<file path="src/rtl/aibcr3_dcc_interp_ctrl.sv">
// Closed-loop DCC interpolator controller: settle, majority-vote the phase detector, step the thermometer code.
// Optional macro AIBCR3_DCC_CTRL_TRACK_EN keeps tracking (+/-1 per decision) after lock instead of freezing.
module aibcr3_dcc_interp_ctrl #(
  parameter int SETTLE_CYC = 16,
  parameter int SAMPLE_CNT = 32,
  parameter int LOCK_REV   = 4,
  parameter int INIT_CODE  = 3
) (
  input  logic       clk,
  input  logic       reset,
  input  logic       dcc_en,
  input  logic       dcc_start,
  input  logic       pd_in,
  input  logic       manual_en,
  input  logic [2:0] manual_code,
  output logic [6:0] sp,
  output logic [6:0] sn,
  output logic [2:0] dcc_code,
  output logic       dcc_busy,
  output logic       dcc_lock,
  output logic       dcc_sat
);

  localparam int SW = $clog2(SAMPLE_CNT);
  localparam int TW = $clog2(SETTLE_CYC + 1);
  localparam logic [2:0]  INIT = 3'(INIT_CODE);
  localparam logic [SW:0] HALF = (SW + 1)'(SAMPLE_CNT / 2);
`ifdef AIBCR3_DCC_CTRL_TRACK_EN
  localparam bit TRACK = 1'b1;
`else
  localparam bit TRACK = 1'b0;
`endif

  typedef enum logic [2:0] {
    S_IDLE, S_SETTLE, S_SAMPLE, S_DECIDE, S_LOCKED
  } state_t;

  state_t        r_state;
  logic [2:0]    r_code;
  logic [6:0]    r_sp;
  logic [6:0]    r_sn;
  logic          r_busy;
  logic          r_lock;
  logic          r_sat;
  logic [TW-1:0] r_settle_cnt;
  logic [SW-1:0] r_sample_cnt;
  logic [SW:0]   r_ones_cnt;
  logic [3:0]    r_rev_cnt;
  logic          r_last_dir;
  logic          r_dir_valid;
  logic          r_pd_meta;
  logic          r_pd_sync;

  logic       w_dir_up;
  logic       w_at_limit;
  logic       w_rev;
  logic [2:0] w_code_step;

  function automatic logic [6:0] therm(input logic [2:0] c);
    logic [6:0] t;
    for (int i = 0; i < 7; i++) t[i] = (3'(i) < c);
    return t;
  endfunction

  // pd_in is asynchronous to the calibration clock
  always_ff @(posedge clk) begin
    if (reset) begin
      r_pd_meta <= 1'b0;
      r_pd_sync <= 1'b0;
    end else begin
      r_pd_meta <= pd_in;
      r_pd_sync <= r_pd_meta;
    end
  end

  assign w_dir_up    = (r_ones_cnt > HALF);
  assign w_at_limit  = w_dir_up ? (r_code == 3'd7) : (r_code == 3'd0);
  assign w_code_step = w_dir_up ? (r_code + 3'd1) : (r_code - 3'd1);
  // saturated decisions never count as reversals and do not update the direction history
  assign w_rev       = !w_at_limit && r_dir_valid && (w_dir_up != r_last_dir);

  always_ff @(posedge clk) begin
    if (reset) begin
      r_state      <= S_IDLE;
      r_code       <= INIT;
      r_sp         <= therm(INIT);
      r_sn         <= ~therm(INIT);
      r_busy       <= 1'b0;
      r_lock       <= 1'b0;
      r_sat        <= 1'b0;
      r_settle_cnt <= '0;
      r_sample_cnt <= '0;
      r_ones_cnt   <= '0;
      r_rev_cnt    <= '0;
      r_last_dir   <= 1'b0;
      r_dir_valid  <= 1'b0;
    end else if (manual_en) begin
      r_state <= S_IDLE;
      r_code  <= manual_code;
      r_sp    <= therm(manual_code);
      r_sn    <= ~therm(manual_code);
      r_busy  <= 1'b0;
      r_lock  <= 1'b0;
    end else if (!dcc_en) begin
      r_state <= S_IDLE;
      r_busy  <= 1'b0;
      r_lock  <= 1'b0;
    end else if (dcc_start) begin
      r_state      <= S_SETTLE;
      r_code       <= INIT;
      r_sp         <= therm(INIT);
      r_sn         <= ~therm(INIT);
      r_busy       <= 1'b1;
      r_lock       <= 1'b0;
      r_sat        <= 1'b0;
      r_settle_cnt <= '0;
      r_sample_cnt <= '0;
      r_ones_cnt   <= '0;
      r_rev_cnt    <= '0;
      r_last_dir   <= 1'b0;
      r_dir_valid  <= 1'b0;
    end else begin
      case (r_state)
        S_SETTLE: begin
          if (r_settle_cnt == TW'(SETTLE_CYC - 1)) begin
            r_settle_cnt <= '0;
            r_ones_cnt   <= '0;
            r_state      <= S_SAMPLE;
          end else begin
            r_settle_cnt <= r_settle_cnt + 1'b1;
          end
        end
        S_SAMPLE: begin
          r_ones_cnt <= r_ones_cnt + {{SW{1'b0}}, r_pd_sync};
          if (r_sample_cnt == SW'(SAMPLE_CNT - 1)) begin
            r_sample_cnt <= '0;
            r_state      <= S_DECIDE;
          end else begin
            r_sample_cnt <= r_sample_cnt + 1'b1;
          end
        end
        S_DECIDE: begin
          if (r_ones_cnt == HALF) begin
            r_lock  <= 1'b1;
            r_busy  <= 1'b0;
            r_state <= TRACK ? S_SETTLE : S_LOCKED;
          end else begin
            if (w_at_limit) begin
              r_sat <= 1'b1;
            end else begin
              r_code <= w_code_step;
              r_sp   <= therm(w_code_step);
              r_sn   <= ~therm(w_code_step);
            end
            if (r_lock) begin
              r_state <= S_SETTLE;
            end else begin
              r_rev_cnt <= r_rev_cnt + {3'b000, w_rev};
              if (!w_at_limit) begin
                r_last_dir  <= w_dir_up;
                r_dir_valid <= 1'b1;
              end
              if (w_rev && (r_rev_cnt == 4'(LOCK_REV - 1))) begin
                r_lock  <= 1'b1;
                r_busy  <= 1'b0;
                r_state <= TRACK ? S_SETTLE : S_LOCKED;
              end else begin
                r_state <= S_SETTLE;
              end
            end
          end
        end
        default: r_state <= r_state;
      endcase
    end
  end

  assign sp       = r_sp;
  assign sn       = r_sn;
  assign dcc_code = r_code;
  assign dcc_busy = r_busy;
  assign dcc_lock = r_lock;
  assign dcc_sat  = r_sat;

endmodule
</file>
<file path="config.mk">
export PLATFORM = sky130hd
export DESIGN_NAME = aibcr3_dcc_interp_ctrl
export DESIGN_NICKNAME = d
export VERILOG_FILES = /design/src/rtl/aibcr3_dcc_interp_ctrl.sv
export SDC_FILE = /design/constraint.sdc
export NUM_CORES = 1
export LEC_CHECK = 0
export ABC_AREA = 0
export BUFFER_PORTS_ARGS = -buffer_cell sky130_fd_sc_hd__buf_4
export CAP_MARGIN = 5
export CORE_ASPECT_RATIO = 1.5
export CORE_MARGIN = 8
export CORE_UTILIZATION = 30
export DETAILED_ROUTE_END_ITERATION = 10
export SLEW_MARGIN = 0
export SYNTH_ARGS = -nofsm -noshare
export SYNTH_HDL_FRONTEND = slang
export SYNTH_SLANG_ARGS = --single-unit
</file>
<file path="constraint.sdc">
create_clock -name clk -period 3.25 [get_ports clk]
set_clock_uncertainty 0.15 [all_clocks]
set_input_delay 0.65 -clock clk [delete_from_list [all_inputs] [get_ports clk]]
set_output_delay 0.65 -clock clk [all_outputs]
set_load 0.01 [all_outputs]
</file>
## After elaboration in Yosys (flattened, before gate mapping)

Cells that the tools add are included.

- Reductions and logical operators: 27
- Multiplexer cells: 62
- Eq/ne operators: 19
- Bitwise logic cells: 4
- $lt $le $gt $ge: 15
- $add $sub $neg: 6

Operator list:

| operator | number |
|---|---|
| $mux W7 | 12 |
| $mux W3 | 12 |
| $mux W5 | 6 |
| $mux W1 | 24 |
| $lt A3 B3 Y1 const A | 6 |
| $mux W4 | 4 |
| $reduce_and A3 Y1 | 5 |
| $not A7 Y7 | 2 |
| $lt A1 B3 Y1 const A | 4 |
| $lt A2 B3 Y1 const A | 4 |
| $mux W6 | 2 |
| $ne A3 B3 Y1 const B | 4 |
| $pmux W6 S2 | 1 |
| $reduce_bool A3 Y1 | 4 |
| $add A5 B1 Y5 const B | 2 |
| $ne A2 B2 Y1 const B | 5 |
| $reduce_and A5 Y1 | 2 |
| $reduce_bool A2 Y1 | 5 |
| $pmux W3 S3 | 1 |
| $reduce_and A4 Y1 | 2 |
| $add A6 B1 Y6 | 1 |
| $eq A3 B2 Y1 const B | 2 |
| $eq A6 B5 Y1 const B | 1 |
| $gt A6 B5 Y1 const B | 1 |
| other kinds (18) | 21 |

- Logic and storage cells: 149
- Bits in registers: 47

## Depth between registers and ports, before layout

- Depth in word-level cells: 11
- Depth in mapped cells: 9
- Mapped depth without buffers: 9

## Least setup slack after synthesis

OpenSTA, ideal clock, no wires.

- Path kind: reg2reg
- Start point: register r_ones_cnt[0]
- End point: register r_sp[0] (netlist: sp[0])
- Buffers on the path: 0
- Setup slack: 0.819 ns
- Stages on the path, launching flop included: 10
- Arrival time: 2.159 ns
- Required time: 2.978 ns
- Cell sequence: dfxtp_1 o41a_1 nor2_1 xor2_1 ha_1 nor2_1 nor3_2 o21ba_2 o211ai_1 a311o_1

- Cells in the longest elaborated chain, start to end: 9

Ends and longest elaborated chain:

| element | line | RTL |
|---|---|---|
| from (decl) | 47 | `logic [SW:0] r_ones_cnt;` |
| from (signal assigned) | 134 | `r_ones_cnt <= r_ones_cnt + {{SW{1'b0}}, r_pd_sync};` |
| $gt A6 B5 Y1 | 76 | `assign w_dir_up = (r_ones_cnt > HALF);` |
| $mux W3 | 78 | `assign w_code_step = w_dir_up ? (r_code + 3'd1) : (r_code - 3'd1);` |
| $lt A1 B3 Y1 | 61 | `for (int i = 0; i < 7; i++) t[i] = (3'(i) < c);` |
| $mux W7 | 148 | `if (w_at_limit) begin` |
| $mux W7 | 143 | `if (r_ones_cnt == HALF) begin` |
| $mux W7 | 123 | `case (r_state)` |
| $mux W7 | 108 | `end else if (dcc_start) begin` |
| $mux W7 | 104 | `end else if (!dcc_en) begin` |
| $mux W7 | 97 | `end else if (manual_en) begin` |
| to (signal assigned) | 100 | `r_sp <= therm(manual_code);` |
| to (signal assigned) | 111 | `r_sp <= therm(INIT);` |
| to (signal assigned) | 152 | `r_sp <= therm(w_code_step);` |
| to (decl) | 40 | `logic [6:0] r_sp;` |

Parallel ways exist; a longest one is shown, timed or not. The select of a mux whose other input is x is not followed.
A chain may end at the register's enable or synchronous reset.

## Final worst setup path

Ends and elaborated chain as after synthesis.

==> flow_summary.toml <==
[outcome]
status = "finished, final reports clean"

[synth]
most_common_library_cells_after_synthesis = "46 x dfxtp_1, 29 x nor2_1, 21 x a21oi_1"
synth.area.top_cells = "dfxtp_1 36%, nor2_1 4.2%, a21oi_1 4.1%"
synth_compound_gate_area_share = 0.278
synth_edf_count = 0
post_synth_simple_gate_area = 0.236
synth.mux.area_fraction = 0.00391
synth_top_area_cell = "dfxtp_1"
largest_family_of_logic_cells_by_synthesized_area = "compound AO/OA/AOI/OAI gates"
net_count_of_the_mapped_netlist = 305
synth.lib_cells_used.distinct = 70
portion_of_synthesized_cell_area_occupied_by_the_leading_cell_type = 0.359
postSynthRegisterBits = 46
synthesis.area_per_instance_sq_um = 8.90
post_synth_adder_cell_area = 0.0391
syn_area_sq_mm = 0.00256
seq_area_frac_synth = 0.359
synth_async_sr_flop_share = 0
syn_inst = 288
yosys_warnings = 0
dominantRegCellSynth = "dfxtp_1"
post-synth-top-count-cell = "dfxtp_1"
synthXorXnorAreaFrac = 0.0308

[grt]
first_global_vias = 2215
antenna_found_initial = 0
grt_pass1_wl_um = 10500
globalRouteOverflowTotal = 0
total_global_route_track_usage = 0.109
pin_count_of_the_biggest_net_entering_global_routing = 34

[power]
power_switching_mw = 0.327
p_int_mw = 0.955
totalPowerFinal_mw = 1.28
clock_power_share = 0.410
p_seq_frac = 0.469
p_leak_nw = 1.14
power-per-cell-area_mw_per_mm2 = 435
pwr-share-comb = 0.120
power.share.switching = 0.255
maximum_vdd_drop_mv = 0.248

[timing]
finalSetupViolCount = 0
holdWs_ps = 287
f_max_ghz = 0.374
layout_min_cycle_time_ps = 2670
timing_worst_slew_pin_value_ps = 913
final_worst_path_cycle_share = 0.822
unrepaired_setup_endpoints_after_global_routing = "no"
worst_slew_margin_rel = 0.388
drv_slew = 0
layout_setup_ws_ps = 579
hold_viol_final = 0
tns_ps = 0

[clock_tree]
clock-sinks = 46
cts.reportedPaths.clkPinSlew_ps = 70
hold_buffers = 0
cts_buf_count = 5
number_of_instances_resized_during_post_cts_repair = 0
tritoncts_clock_tree = "done"
clockBufferDepth = 2
cts_setup_buffers = 0
cts_root_buffer = "clkbuf_16"
cts_h_tree_depth = 2
clock_insertion_delay_worst_skew_ps = 280

[setup_path]
crit_end_element = "flop"
cp_max_fo = 5
path_class = "flop to flop"
worst_ep_arrival_time_ps = 2700
critical_path.startpoint_type = "flop"
required_ps = 3270

[floorplan]
die_w_um = 91.5
die-height_um = 129
floorplan.initialDensity = 0.306
num_rows = 41
design.portCount = 29
core-area_sq_mm = 0.00836
die_area_sq_mm = 0.0118

[routing]
routed_wirelength_um = 6260
wl_per_cell_um = 14.9
detailedRoute.firstIterationViolations = 102
remaining_drc_errors = 0
drt.antenna.violating_nets = 0
via_per_inst = 5.24
routed-via-count = 2202
first_drt_pass_iteration_count = 4

[cells_and_area]
final_nets = 329
final_instance_area_sq_mm = 0.00295
final_core_util = 0.353
flow.area_growth_from_synthesis_pct = 15.1
drive_above_1_share = 0.188
n_antenna_cell = 0
final-instance-count-excl-fill = 420

[worst_hold_path]
worst_hold_path_type = "flop to flop"

[placement]
place_ws_ps = 601
buffer_ports.inserted = 28
finalWeightedCongestion = 0.820
place.detailed.instances = 412
detailed_place_hpwl_um = 4710
dpl_cell_area_sq_mm = 0.00280

[run]
maxCapViolCount = 0
layout make-up:
type / count / area, sq um
fill: 857 / 5410
multi-input combinational: 226 / 1510
sequential: 46 / 921
timing repair buffer: 30 / 225
clock buffer: 6 / 139
tap: 107 / 134
clock inverter: 2 / 12.5
inverter: 3 / 11.3
path summary, 6_finish.rpt:
path	from	cells after the start	slack [ps]	to
worst min register to register	r_settle_cnt[4]$_SDFFE_PP0P_	2	290	r_settle_cnt[4]$_SDFFE_PP0P_
worst max register to register	r_ones_cnt[0]$_SDFFE_PP0P_	9	580	sp[0]$_SDFFE_PP1P_
worst min-delay path	r_settle_cnt[4]$_SDFFE_PP0P_	2	290	r_settle_cnt[4]$_SDFFE_PP0P_
worst max-delay path	r_ones_cnt[0]$_SDFFE_PP0P_	9	580	sp[0]$_SDFFE_PP1P_
critical path, stage by stage (launching register included):
cell and delay (ps):
dfxtp_1 350, o41a_1 500, nor2_1 150, xor2_1 180
ha_1 190, nor2_1 60, nor3_2 250, o21ba_2 220
o211ai_1 130, a311o_1 370
layout by cell type, fill, tap and decap left out, types with 5 or more instances in the layout:
cell type | Yosys | routed
and3_1 | 5 | 5
o21a_1 | 7 | 7
a21oi_1 | 21 | 21
nor2b_1 | 7 | 7
ha_1 | 8 | 8
xor2_1 | 5 | 5
or3_1 | 5 | 5
nor3_1 | 10 | 10
dfxtp_1 | 46 | 46
clkbuf_16 | 0 | 5
nand2_1 | 19 | 19
o21ai_0 | 15 | 15
nor2_1 | 29 | 29
nand3_1 | 7 | 7
buf_4 | 1 | 30
power by group through the flow:
stage	Sequential (mW)	Clock [mW]	Combinational, mW
after global placement	0.615	0	0.155
after global routing	0.604	0.556	0.172
final	0.602	0.527	0.155
after floorplan	0.616	0	0.0955
after CTS	0.602	0.534	0.157
after detailed placement	0.615	0	0.156
sequential cells by signal, indices dropped and copies added (netlist names):
register,flops
sn,7
sp,7
r_ones_cnt,6
r_sample_cnt,5
r_settle_cnt,5
r_rev_cnt,4
r_state,3
dcc_code,2
dcc_busy,1
dcc_lock,1
dcc_sat,1
r_dir_valid,1
r_last_dir,1
r_pd_meta,1
r_pd_sync,1
logic make-up (layout without fill, tap and decap cells):
| family | after synthesis | in the layout |
|---|---|---|
| buf+inv | 16 | 41 |
| simple gates | 110 | 110 |
| fa+ha+maj | 8 | 8 |
| flops | 46 | 46 |
| mux | 1 | 1 |
| xor+xnor | 9 | 9 |
| compound gates | 98 | 98 |
layer usage:
layer	wire, um	GRT usage	vias to the layer above
li1	-	-	1129
met1	2700	0.116	1041
met2	3290	0.204	27
met3	202	0.0260	5
met4	69	0.0339	0
met5	0	0	-
No activity file was read; power rests on OpenSTA's default activity.
